File: src/rtl/ram_arb_pkg.sv
// Shared types for the data-RAM arbiter: FSM states, default widths and
// the request record used to describe one RAM access.
package ram_arb_pkg;

    localparam int DEFAULT_ADDR_W = 12;
    localparam int DEFAULT_DATA_W = 32;

    typedef enum logic [1:0] {
        IDLE     = 2'd0,
        ACCESS   = 2'd1,
        READ_RSP = 2'd2
    } arb_state_t;

    typedef struct packed {
        logic                      we;
        logic [DEFAULT_ADDR_W-1:0] addr;
        logic [DEFAULT_DATA_W-1:0] wdata;
    } mem_req_t;

endpackage

File: src/rtl/ram_arbiter_rr_arb2.sv
// Two-way round-robin picker: a lone requester always wins; on contention
// the side named by ptr wins, and the pointer then favours the loser.
module rr_arb2 (
    input  logic [1:0] req,
    input  logic       ptr,
    output logic [1:0] gnt,
    output logic       ptr_next
);

    always_comb begin
        gnt      = 2'b00;
        ptr_next = ptr;
        if (req == 2'b11) begin
            gnt = ptr ? 2'b10 : 2'b01;
        end else begin
            gnt = req;
        end
        // ptr = 0 favours m0, ptr = 1 favours m1
        if (gnt[0]) begin
            ptr_next = 1'b1;
        end else if (gnt[1]) begin
            ptr_next = 1'b0;
        end
    end

endmodule

File: src/rtl/ram_arbiter.sv
// Shares one single-port data RAM between two requesters: accepts one request
// at a time, strobes the RAM for one cycle and steers read data to its owner.
module ram_arbiter
    import ram_arb_pkg::*;
#(
    parameter int ADDR_W = DEFAULT_ADDR_W,
    parameter int DATA_W = DEFAULT_DATA_W
) (
    input  logic              clk,
    input  logic              rst,
    input  logic              m0_req,
    input  logic              m0_we,
    input  logic [ADDR_W-1:0] m0_addr,
    input  logic [DATA_W-1:0] m0_wdata,
    output logic              m0_gnt,
    output logic              m0_rvalid,
    output logic [DATA_W-1:0] m0_rdata,
    input  logic              m1_req,
    input  logic              m1_we,
    input  logic [ADDR_W-1:0] m1_addr,
    input  logic [DATA_W-1:0] m1_wdata,
    output logic              m1_gnt,
    output logic              m1_rvalid,
    output logic [DATA_W-1:0] m1_rdata,
    output logic [ADDR_W-1:0] ram_address,
    output logic [DATA_W-1:0] ram_data_input,
    output logic              ram_store,
    output logic              ram_load,
    input  logic [DATA_W-1:0] ram_data_output
);

    arb_state_t        state_reg, state_next;
    logic              ptr_reg, ptr_next;
    logic              owner_reg, owner_next;
    logic              we_reg, we_next;
    logic [ADDR_W-1:0] addr_reg, addr_next;
    logic [DATA_W-1:0] wdata_reg, wdata_next;

    logic [1:0]        req_vec;
    logic [1:0]        pick_gnt;
    logic              pick_ptr_next;
    logic [1:0]        gnt_vec;
    logic [1:0]        rvalid_vec;
    logic [DATA_W-1:0] rdata_arr [2];

    assign req_vec = {m1_req, m0_req};

    rr_arb2 u_pick (
        .req      (req_vec),
        .ptr      (ptr_reg),
        .gnt      (pick_gnt),
        .ptr_next (pick_ptr_next)
    );

    always_comb begin
        state_next = state_reg;
        ptr_next   = ptr_reg;
        owner_next = owner_reg;
        we_next    = we_reg;
        addr_next  = addr_reg;
        wdata_next = wdata_reg;
        gnt_vec    = 2'b00;
        case (state_reg)
            IDLE: begin
                // A grant during reset would be lost at the edge, so hold it off
                if (!rst && (|req_vec)) begin
                    gnt_vec    = pick_gnt;
                    ptr_next   = pick_ptr_next;
                    owner_next = pick_gnt[1];
                    if (pick_gnt[1]) begin
                        we_next    = m1_we;
                        addr_next  = m1_addr;
                        wdata_next = m1_wdata;
                    end else begin
                        we_next    = m0_we;
                        addr_next  = m0_addr;
                        wdata_next = m0_wdata;
                    end
                    state_next = ACCESS;
                end
            end
            ACCESS: begin
                state_next = we_reg ? IDLE : READ_RSP;
            end
            READ_RSP: begin
                state_next = IDLE;
            end
            default: begin
                state_next = IDLE;
            end
        endcase
    end

    always_ff @(posedge clk) begin
        if (rst) begin
            state_reg <= IDLE;
            ptr_reg   <= 1'b0;
            owner_reg <= 1'b0;
            we_reg    <= 1'b0;
            addr_reg  <= '0;
            wdata_reg <= '0;
        end else begin
            state_reg <= state_next;
            ptr_reg   <= ptr_next;
            owner_reg <= owner_next;
            we_reg    <= we_next;
            addr_reg  <= addr_next;
            wdata_reg <= wdata_next;
        end
    end

    // Address/data simply mirror the latched request; only the strobes qualify them
    assign ram_address    = addr_reg;
    assign ram_data_input = wdata_reg;
    assign ram_store      = (state_reg == ACCESS) && we_reg;
    assign ram_load       = (state_reg == ACCESS) && !we_reg;

    genvar gi;
    generate
        for (gi = 0; gi < 2; gi++) begin : g_port
            assign rvalid_vec[gi] = (state_reg == READ_RSP) && (owner_reg == 1'(gi));
            assign rdata_arr[gi]  = rvalid_vec[gi] ? ram_data_output : '0;
        end
    endgenerate

    assign m0_gnt    = gnt_vec[0];
    assign m1_gnt    = gnt_vec[1];
    assign m0_rvalid = rvalid_vec[0];
    assign m1_rvalid = rvalid_vec[1];
    assign m0_rdata  = rdata_arr[0];
    assign m1_rdata  = rdata_arr[1];

endmodule

File: config.mk
export PLATFORM = sky130hd
export DESIGN_NAME = ram_arbiter
export DESIGN_NICKNAME = d
export VERILOG_FILES = /design/src/rtl/ram_arb_pkg.sv /design/src/rtl/ram_arbiter_rr_arb2.sv /design/src/rtl/ram_arbiter.sv
export SDC_FILE = /design/constraint.sdc
export NUM_CORES = 1
export LEC_CHECK = 0
export BUFFER_PORTS_ARGS = -buffer_cell sky130_fd_sc_hd__buf_2
export CAP_MARGIN = 20
export CORE_AREA = 8 8 96 98
export DETAILED_ROUTE_END_ITERATION = 10
export DIE_AREA = 0 0 104 106
export PLACE_DENSITY = 0.82
export SLEW_MARGIN = 5
export SYNTH_ARGS = -nofsm -noshare
export SYNTH_HDL_FRONTEND = slang
export SYNTH_SLANG_ARGS = --single-unit
File: constraint.sdc
create_clock -name clk -period 2 [get_ports clk]
set_clock_uncertainty 0.2 [all_clocks]
set_input_delay 0 -clock clk [delete_from_list [all_inputs] [get_ports clk]]
set_output_delay 0 -clock clk [all_outputs]
set_load 0.05 [all_outputs]
==> results.py, run 1 <==
metrics = {
    "power_and_ir_drop": {
        "peakVddDrop_v": 0.000387,
        "p_leak_nw": 2.51,
        "p_per_area_nw_per_um2": 596,
    },
    "timing": {
        "relSlewSlack": 0.622,
        "hold_violations": 0,
        "final.period_utilization": 0.947,
        "setup_tns_ps": 0,
        "fin_ws_ps": 106,
        "rsz0062_at_grt": "no",
        "min_period_ps": 1890,
        "worst_pin_slew_ps": 567,
        "drv_slew": 0,
        "max_clock_freq_mhz": 528,
        "setup_violations": 0,
    },
    "clock_tree": {
        "htree_levels": 2,
        "numCtsBuffers": 5,
        "max-clock-path-buffers": 2,
        "ctsRootBufferMaster": "clkbuf_8",
        "cts_tree": "done",
        "cts_sinks": 49,
        "clkTransAtPathRegs_ps": 90,
        "clk_latency_ps": 290,
        "cts_setup_buffers": 0,
    },
    "final_layout": {
        "nNetsFinal": 792,
        "fin_util": 0.673,
        "fillers": 601,
        "area_growth_pct": 81.8,
        "drive_gt1_frac": 0.406,
        "stdcell_area_um2": 5280,
        "largest_register_ff_count": 32,
    },
    "critical_path": {
        "r2r-end": "ram_data_input[13]",
        "endpoint_kind": "output pin",
        "critical_path.startpoint": "state_reg[1]",
        "required_ps": 1800,
        "rrSetupSlack_ps": 320,
        "reg2regPathDepth": 4,
        "endpoint": "m1_gnt",
        "crit_fanout": 6,
        "worst-setup-path-type": "flop to output pin",
        "worst-endpoint-arrival_ps": 1690,
        "r2r_start": "state_reg[1]",
        "critPathLaunchType": "flop",
    },
    "global_routing": {
        "grt_max_degree": 56,
        "grt_pass1_wl_um": 22900,
        "first_global_vias": 4391,
        "grt_overflow": 0,
        "track_usage": 0.252,
        "antenna_found_initial": 6,
    },
    "synth": {
        "synth_cell_types": 23,
        "synth.top_cell.area_share": 0.338,
        "synth-seq-area-share": 0.338,
        "yosys_warnings": 0,
        "synthCells": 358,
        "synthArstFlopShare": 0,
        "syn_nets": 484,
        "synth_area_leaders": "dfxtp_1 34%, and2_1 14%, a311oi_1 14%",
        "syn_area_per_cell_um2": 8.10,
        "yosys.area.top_type": "dfxtp_1",
        "synth_seq_cells": 49,
        "synth_most_common_cell": "and2_1",
        "synth_edf_count": 0,
        "ys.flop_type": "dfxtp_1",
        "yosys-top-cells-count": "64 x and2_1, 49 x dfxtp_1, 47 x a21oi_1",
        "synth_area_um2": 2900,
    },
    "place": {
        "hpwl_um": 9490,
        "portBuffers": 239,
        "place_congestion": 0.861,
        "place_area_um2": 4170,
        "pre_cts_ws_ps": 273,
    },
    "die": {
        "core_um2": 7850,
        "die_w_um": 104,
        "die_area_um2": 11000,
        "die_h_um": 106,
        "num_rows": 33,
        "num_io_pins": 240,
        "start_util": 0.370,
    },
    "detailed_routing": {
        "vias_per_cell": 5.52,
        "vias": 4309,
        "ant_nets": 0,
        "drcViolationCount": 0,
        "drt_iter0_markers": 352,
        "wl_per_cell_um": 19.3,
        "drt_wl_total_um": 15100,
        "dr.pass1.iters": 6,
    },
    "worst_hold_path": {
        "hold_class": "primary input to flop",
    },
    "status": {
        "status": "finished, final reports clean",
    },
    "flow_run": {
        "cap_violations": 0,
    },
}
## critical path, cell delays in order (launching register included)
cell	delay [ps]
dfxtp_2	370
or3_4	420
or3_1	390
inv_2	90
buf_12	130
## where the power goes
part	switching, W	internal (W)	leakage [nW]
registers	0.0000583	0.00107	0.405
clock network	0.000335	0.000409	0.0585
logic	0.000805	0.000466	2.04
## area by class of cell
cell class,instances,area [um2],share of cell area
Multi-Input combinational cell,261,1740,0.329
Clock buffer,7,86.3,0.0164
Tap cell,105,131,0.0249
Inverter,4,15.0,0.00285
Timing Repair Buffer,345,2270,0.431
Sequential cell,49,983,0.186
Clock inverter,1,30.0,0.00569
Antenna cell,8,20.0,0.00379
## logic make-up after synthesis
group,count (synthesis),share of synthesized area
compound gates,140,0.301
simple gates,121,0.289
flops,49,0.338
buf+inv,48,0.0724
## what timing repair did
item	in CTS	in global routing
setup endpoints to repair	0	6
gates resized for setup	0	6
hold buffers	93	1
endpoints found under the hold margin	48	1
## stage by stage
step           total power, W  instances  hold slack (ps)
2_1_floorplan         0.00189        358            -19.5
3_3_place_gp          0.00220        670             86.0
3_5_place_dp          0.00223        670             94.4
5_1_grt               0.00327        778             86.5
6_report              0.00314        780             81.3
4_1_cts               0.00311        771             60.4
## metal layers
| layer | GRT usage | vias up | wire length [um] |
|---|---|---|---|
| li1 | - | 1940 | - |
| met1 | 0.251 | 1955 | 5130 |
| met2 | 0.426 | 326 | 7410 |
| met3 | 0.101 | 88 | 1570 |
| met4 | 0.181 | 0 | 953 |
| met5 | 0 | - | 0 |
## worst min path at each step
stage                       startpoint                 end  slack, ps  cells past startpoint
final                           m1_req  ram_data_input[26]         80                      4
after detailed placement   m0_addr[10]     ram_address[10]         90                      3
after global placement    m0_wdata[10]  ram_data_input[10]         90                      3
after global routing            m1_req  ram_data_input[16]         90                      4
after CTS                       m1_req  ram_data_input[19]         60                      4
after floorplan           m0_wdata[15]  ram_data_input[15]        -20                      2
## cell usage in the layout (no fill, tap or decap), drive strengths merged
cell type,count
a21oi,47
a311oi,45
and2,64
and3b,2
buf,251
bufinv,1
clkbuf,8
dfxtp,49
diode,8
dlygate4sd3,93
inv,4
nand3b,45
nor2,2
nor2b,2
nor3,1
nor3b,2
o211ai,1
o21ai,47
or2,1
or3,2
Power figures use the tool's default switching activity.
==> run 2: changes to the inputs <==
Settings changed: ABC_AREA set to 1, CORE_AREA 8 8 96 98 to 8 8 98 100, DIE_AREA 0 0 104 106 to 0 0 106 108, PLACE_DENSITY 0.82 to 0.83.
==> run 2 against run 1 <==
  * Sequential cell count is the same
  * Sequential share of layout area shrank 1.2 points
  * Non-clock buffer count shrank 1
  * Synthesized cell count grew 71%
  * Critical path depth grew 3
  * Worst setup slack lost 33 ps
  * Clock-buffer cell count shrank 1
  * Clock power grew 1%
  * Die area grew 3.8%
  * Global-route usage shrank 2.1 points
  * Final cell count grew 34%
  * Hold slack lost 32 ps
  * Critical path type is now primary input to output pin
==> results.py, run 2 <==
metrics = {
    "clock_tree": {
        "cts_setup_buffers": 0,
        "numCtsBuffers": 5,
        "cts_sinks": 49,
        "cts_tree": "done",
        "max-clock-path-buffers": 2,
        "ctsRootBufferMaster": "clkbuf_8",
        "htree_levels": 2,
        "clk_latency_ps": 300,
        "clkTransAtPathRegs_ps": 90,
    },
    "die": {
        "die_w_um": 106,
        "die_area_um2": 11400,
        "core_um2": 8050,
        "start_util": 0.394,
        "die_h_um": 108,
        "num_rows": 33,
        "num_io_pins": 240,
    },
    "detailed_routing": {
        "dr.max_layer_used": "met4",
        "dr.pass1.iters": 5,
        "wirelength_met1_um": 4900,
        "vias": 4582,
        "drt_wl_total_um": 14400,
        "wl_per_cell_um": 13.8,
        "met2_length_um": 7420,
        "drt_iter0_markers": 280,
        "vias_per_cell": 4.38,
        "ant_nets": 0,
        "dr_wl_met3_um": 1550,
        "drcViolationCount": 0,
    },
    "power_and_ir_drop": {
        "sw_frac_of_total": 0.395,
        "total_power_w": 0.00318,
        "peakVddDrop_v": 0.000502,
        "p_leak_nw": 3.59,
        "p_per_area_nw_per_um2": 567,
        "p_comb_frac": 0.413,
        "seqPwrFrac": 0.351,
        "p_int_w": 0.00193,
        "switchingPower_w": 0.00126,
        "clock_power_share": 0.237,
    },
    "critical_path": {
        "r2r-end": "ram_data_input[9]",
        "crit_buf_inv": 5,
        "rrSetupSlack_ps": 120,
        "crit_path_top_delay_cell": "dlygate4sd3_1",
        "endpoint": "m0_gnt",
        "r2r_start": "ptr_reg",
        "path_delay_family": "buffers and inverters",
        "path_common_cell": "dlygate4sd3_1",
        "crit_fanout": 4,
        "worst-endpoint-arrival_ps": 1730,
        "worst-setup-path-type": "primary input to output pin",
        "critPathLaunchType": "primary input",
        "cp.depth": 7,
        "critical_path.startpoint": "m1_req",
        "required_ps": 1800,
        "cpPeakStageDelay_ps": 570,
        "endpoint_kind": "output pin",
        "reg2regPathDepth": 9,
        "cp_cell_sequence": "dlygate4sd3_1 -> buf_2 -> a21oi_2 -> dlygate4sd3_1 -> nand2_1 -> inv_1 -> buf_4",
    },
    "worst_hold_path": {
        "hold_class": "primary input to flop",
    },
    "flow_run": {
        "cap_violations": 0,
    },
    "place": {
        "place_congestion": 0.862,
        "hpwl_um": 9010,
        "portBuffers": 239,
        "place_area_um2": 4510,
    },
    "final_layout": {
        "layout_commonest_cell": "buf_2",
        "nNetsFinal": 1058,
        "largest_register_ff_count": 32,
        "fin_util": 0.697,
        "area_growth_pct": 76.8,
        "stdcell_area_um2": 5610,
        "layout_common_cells": "237 x buf_2, 188 x nand2_1, 170 x nor2_1, 132 x inv_1, 93 x dlygate4sd3_1",
        "drive_gt1_frac": 0.316,
    },
    "synth": {
        "synth_cell_types": 14,
        "synthArstFlopShare": 0,
        "synth_edf_count": 0,
        "synth-seq-area-share": 0.309,
        "synth_area_um2": 3180,
        "synth_seq_cells": 49,
        "synth_most_common_cell": "nor2_1",
        "syn_area_per_cell_um2": 5.20,
        "yosys-top-cells-count": "201 x nor2_1, 189 x nand2_1, 132 x inv_1",
        "yosys.area.top_type": "dfxtp_1",
        "synthCells": 611,
        "ys.flop_type": "dfxtp_1",
        "yosys_warnings": 0,
        "synth.top_cell.area_share": 0.309,
        "syn_nets": 737,
        "synth_area_leaders": "dfxtp_1 31%, nor2_1 24%, nand2_1 22%",
    },
    "timing": {
        "worst_pin_slew_ps": 342,
        "max_clock_freq_mhz": 519,
        "hold_violations": 0,
        "setup_tns_ps": 0,
        "setup_violations": 0,
        "min_period_ps": 1930,
        "drv_slew": 0,
        "rsz0062_at_grt": "yes",
        "relSlewSlack": 0.772,
        "final.period_utilization": 0.964,
    },
    "global_routing": {
        "grt_overflow": 0,
        "antenna_found_initial": 2,
        "first_global_vias": 4514,
        "grt_max_degree": 71,
        "grt_pass1_wl_um": 21500,
        "track_usage": 0.231,
    },
    "status": {
        "status": "finished, final reports clean",
    },
}
==> run 2: cell types whose count changed after synthesis, moves of 46 or more <==
cell and change:
nand2_1 +189, nor2_1 +200, o21ai_0 -46, inv_1 +129
and2_1 -64
==> run 2: metal layers <==
metal | GRT usage | up-vias
li1 | - | 2335
met1 | 0.214 | 1964
met2 | 0.428 | 239
met3 | 0.0904 | 44
met4 | 0.127 | 0
met5 | 0 | -
==> run 2: repair_timing <==
action | in CTS | in global routing
hold endpoints to repair | 48 | 0
gates resized for setup | 0 | 5
hold buffers | 93 | 0
endpoints found under the setup margin | 0 | 34
==> run 2: worst min path at each step <==
| stage | cells past startpoint | startpoint | end | slack (ps) |
|---|---|---|---|---|
| floorplan | 1 | rst | owner_reg | -130 |
| detailed placement | 2 | rst | ptr_reg | 30 |
| global placement | 2 | rst | owner_reg | 20 |
| global route | 5 | m0_req | owner_reg | 90 |
| CTS | 5 | m0_req | ptr_reg | 20 |
| finish | 5 | m0_req | ptr_reg | 50 |
==> run 2: worst min-delay path: cells and delay by family <==
family,cells,cell delay (ps)
simple gates,3,330
buf+inv,1,120
compound gates,1,60
==> run 2: power by group through the flow <==
stage	clock [W]	combinational [W]	sequential (W)
floorplan	0	0.000527	0.00143
global placement	0	0.00112	0.00113
detailed placement	0	0.00113	0.00114
CTS	0.000768	0.00127	0.00111
global route	0.000800	0.00142	0.00113
finish	0.000753	0.00131	0.00112
==> run 2: through the flow <==
| stage | std cells | worst slack (ps) | hold WS [ps] |
|---|---|---|---|
| CTS | 1037 | 51.9 | 17.6 |
| finish | 1045 | 72.2 | 48.9 |
| global placement | 936 | 435 | 19.8 |
| floorplan | 611 | -67.0 | -131 |
| detailed placement | 936 | 384 | 26.3 |
| global route | 1040 | -7.27 | 86.3 |
==> run 2: kinds of logic after synthesis <==
group,after synthesis,share of synthesized area
and+or+nand+nor,397,0.475
buffers and inverters,162,0.212
DFF,49,0.309
AOI/OAI and AO/OA,3,0.00473
==> run 2: final cells by class <==
type                       count  area [um2]
timing repair buffer         344        2260
antenna                        7        17.5
inverter                     132         495
sequential                    49         981
tap                          105         131
clock buffer                   6        82.6
multi-input combinational    400        1610
fill                         656        2440
clock inverter                 2        37.5
==> run 3: changes to the inputs <==
Settings changed: SETUP_SLACK_MARGIN set to 0.4, TNS_END_PERCENT set to 20.
==> run 3 against run 2 <==
  * Via count is 5.8% higher
  * Die area unchanged
  * Sequential power about the same
  * Routed wire length rose by 17%
  * Clock power shrank 2%
  * First-iteration DRC count increased by 11%
  * Highest routed layer is now met5
==> results.py, run 3 (synthesis gave the netlist of run 2 again) <==
metrics = {
    "worst_hold_path": {
        "hp-start": "rst",
        "holdPathStages": 5,
        "hold_end": "ram_address[2]",
        "hold_class": "primary input to flop",
    },
    "global_routing": {
        "grt_max_degree": 40,
        "grt_pass1_wl_um": 24500,
        "busiest_layer": "met2",
        "met3_usage": 0.106,
        "grt.met2_usage": 0.469,
        "grt_overflow": 0,
        "antenna_found_initial": 4,
        "track_usage": 0.266,
        "use_met1": 0.256,
        "first_global_vias": 4960,
    },
    "final_layout": {
        "drive_gt1_frac": 0.337,
        "stdcell_area_um2": 6300,
        "fillers": 525,
        "area_growth_pct": 98.4,
        "nNetsFinal": 1067,
        "layout_common_cells": "186 x nand2_1, 186 x buf_2, 162 x nor2_1, 130 x inv_1, 93 x dlygate4sd3_1",
        "largest_register_ff_count": 32,
        "seqCellArea_um2": 987,
        "finalNonFillerCells": 1052,
        "multi_input_area_um2": 1800,
    },
    "critical_path": {
        "required_ps": 1800,
        "crit_buf_inv": 3,
        "path_delay_family": "buffers and inverters",
        "cpPeakStageDelay_ps": 350,
        "rrSetupSlack_ps": 430,
        "reg2regPathDepth": 8,
        "critPathLaunchType": "flop",
        "endpoint_kind": "output pin",
        "cp_cell_sequence": "inv_2 -> nand3_1 -> buf_8 -> nor2_1 -> buf_2",
        "worst-endpoint-arrival_ps": 1490,
        "crit_path_top_delay_cell": "dfxtp_2",
        "r2r-end": "ram_data_input[3]",
        "worst-setup-path-type": "flop to output pin",
        "r2r_start": "state_reg[0]",
        "crit_fanout": 33,
    },
    "die": {
        "core_um2": 8050,
        "num_io_pins": 240,
        "die_h_um": 108,
        "die_area_um2": 11400,
        "die_w_um": 106,
        "start_util": 0.394,
        "num_rows": 33,
    },
    "detailed_routing": {
        "drt_wl_total_um": 16900,
        "drt_iter0_markers": 311,
        "drcViolationCount": 0,
        "wl_per_cell_um": 16.0,
        "vias_per_cell": 4.61,
        "ant_nets": 0,
        "dr.pass1.iters": 5,
        "vias": 4846,
    },
    "timing": {
        "max_clock_freq_mhz": 593,
        "final.period_utilization": 0.844,
        "drv_slew": 0,
        "setup_tns_ps": 0,
        "rsz0062_at_grt": "yes",
        "fin_ws_ps": 313,
        "setup_violations": 0,
        "worst_pin_slew_ps": 287,
        "relSlewSlack": 0.808,
        "min_period_ps": 1690,
        "hold_violations": 0,
    },
    "power_and_ir_drop": {
        "peakVddDrop_v": 0.000362,
        "p_leak_nw": 3.72,
        "total_power_w": 0.00334,
        "p_per_area_nw_per_um2": 530,
    },
    "place": {
        "place_congestion": 0.792,
        "place_area_um2": 4680,
        "place_inst": 936,
        "pre_cts_ws_ps": 498,
        "hpwl_um": 9360,
        "portBuffers": 239,
    },
    "clock_tree": {
        "clk_latency_ps": 300,
        "htree_levels": 2,
        "ctsRootBufferMaster": "clkbuf_8",
        "cts_sinks": 49,
        "max-clock-path-buffers": 2,
        "clkTransAtPathRegs_ps": 90,
        "cts_tree": "done",
        "numCtsBuffers": 5,
    },
    "status": {
        "status": "finished, final reports clean",
    },
    "flow_run": {
        "cap_violations": 0,
    },
}
-- run 3: where the power goes --
group | internal, W | switching (W) | total (W) | leakage [nW]
sequential | 0.00107 | 0.0000500 | 0.00112 | 0.406
combinational | 0.000535 | 0.000944 | 0.00148 | 3.26
clock | 0.000408 | 0.000332 | 0.000740 | 0.0585
-- run 3: how the worst max path moves through the flow --
stage | startpoint | slack, ps | to | cells past startpoint
floorplan | state_reg[0] | 250 | m0_rdata[0] | 5
global placement | state_reg[1] | 540 | m1_gnt | 7
detailed placement | state_reg[1] | 500 | m0_gnt | 7
CTS | owner_reg | 310 | m1_rdata[26] | 4
global route | state_reg[0] | 220 | m1_rdata[4] | 5
finish | state_reg[0] | 310 | m1_rdata[4] | 5
-- run 3: area by class of cell --
type	instances	area share
Sequential cell	49	0.157
Tap cell	105	0.0208
Multi-Input combinational cell	400	0.285
Inverter	132	0.0794
Antenna cell	5	0.00199
Clock inverter	1	0.00477
Timing Repair Buffer	353	0.437
Clock buffer	7	0.0137
-- run 3: metrics by stage --
| stage | hold WS (ps) | util |
|---|---|---|
| 2_1_floorplan | -136 | - |
| 3_3_place_gp | 42.0 | 0.581 |
| 3_5_place_dp | 53.5 | 0.581 |
| 4_1_cts | 15.9 | 0.757 |
| 5_1_grt | 42.2 | 0.782 |
| 6_report | 26.1 | 0.783 |
-- run 3: worst reg2reg max path, stage by stage (launching register included) --
cell and delay (ps):
dfxtp_2 350, nor2_4 130, nand2_2 80, nor2_4 120
buf_6 150, buf_4 190, nand2_1 100, nor2_1 100
nor2_1 50
-- run 3: per-layer routing --
| metal | vias to the layer above | wire length, um |
|---|---|---|
| li1 | 2354 | - |
| met1 | 2112 | 5880 |
| met2 | 292 | 8390 |
| met3 | 86 | 1660 |
| met4 | 2 | 934 |
| met5 | - | 13 |
-- run 3: timing repair --
item,4_1_cts,5_1_grt
gates resized for setup,80,67
hold buffers,93,0
buffers inserted,5,0
pin swaps,4,4
gates cloned,3,2
setup endpoints to repair,67,101
hold endpoints to repair,48,0
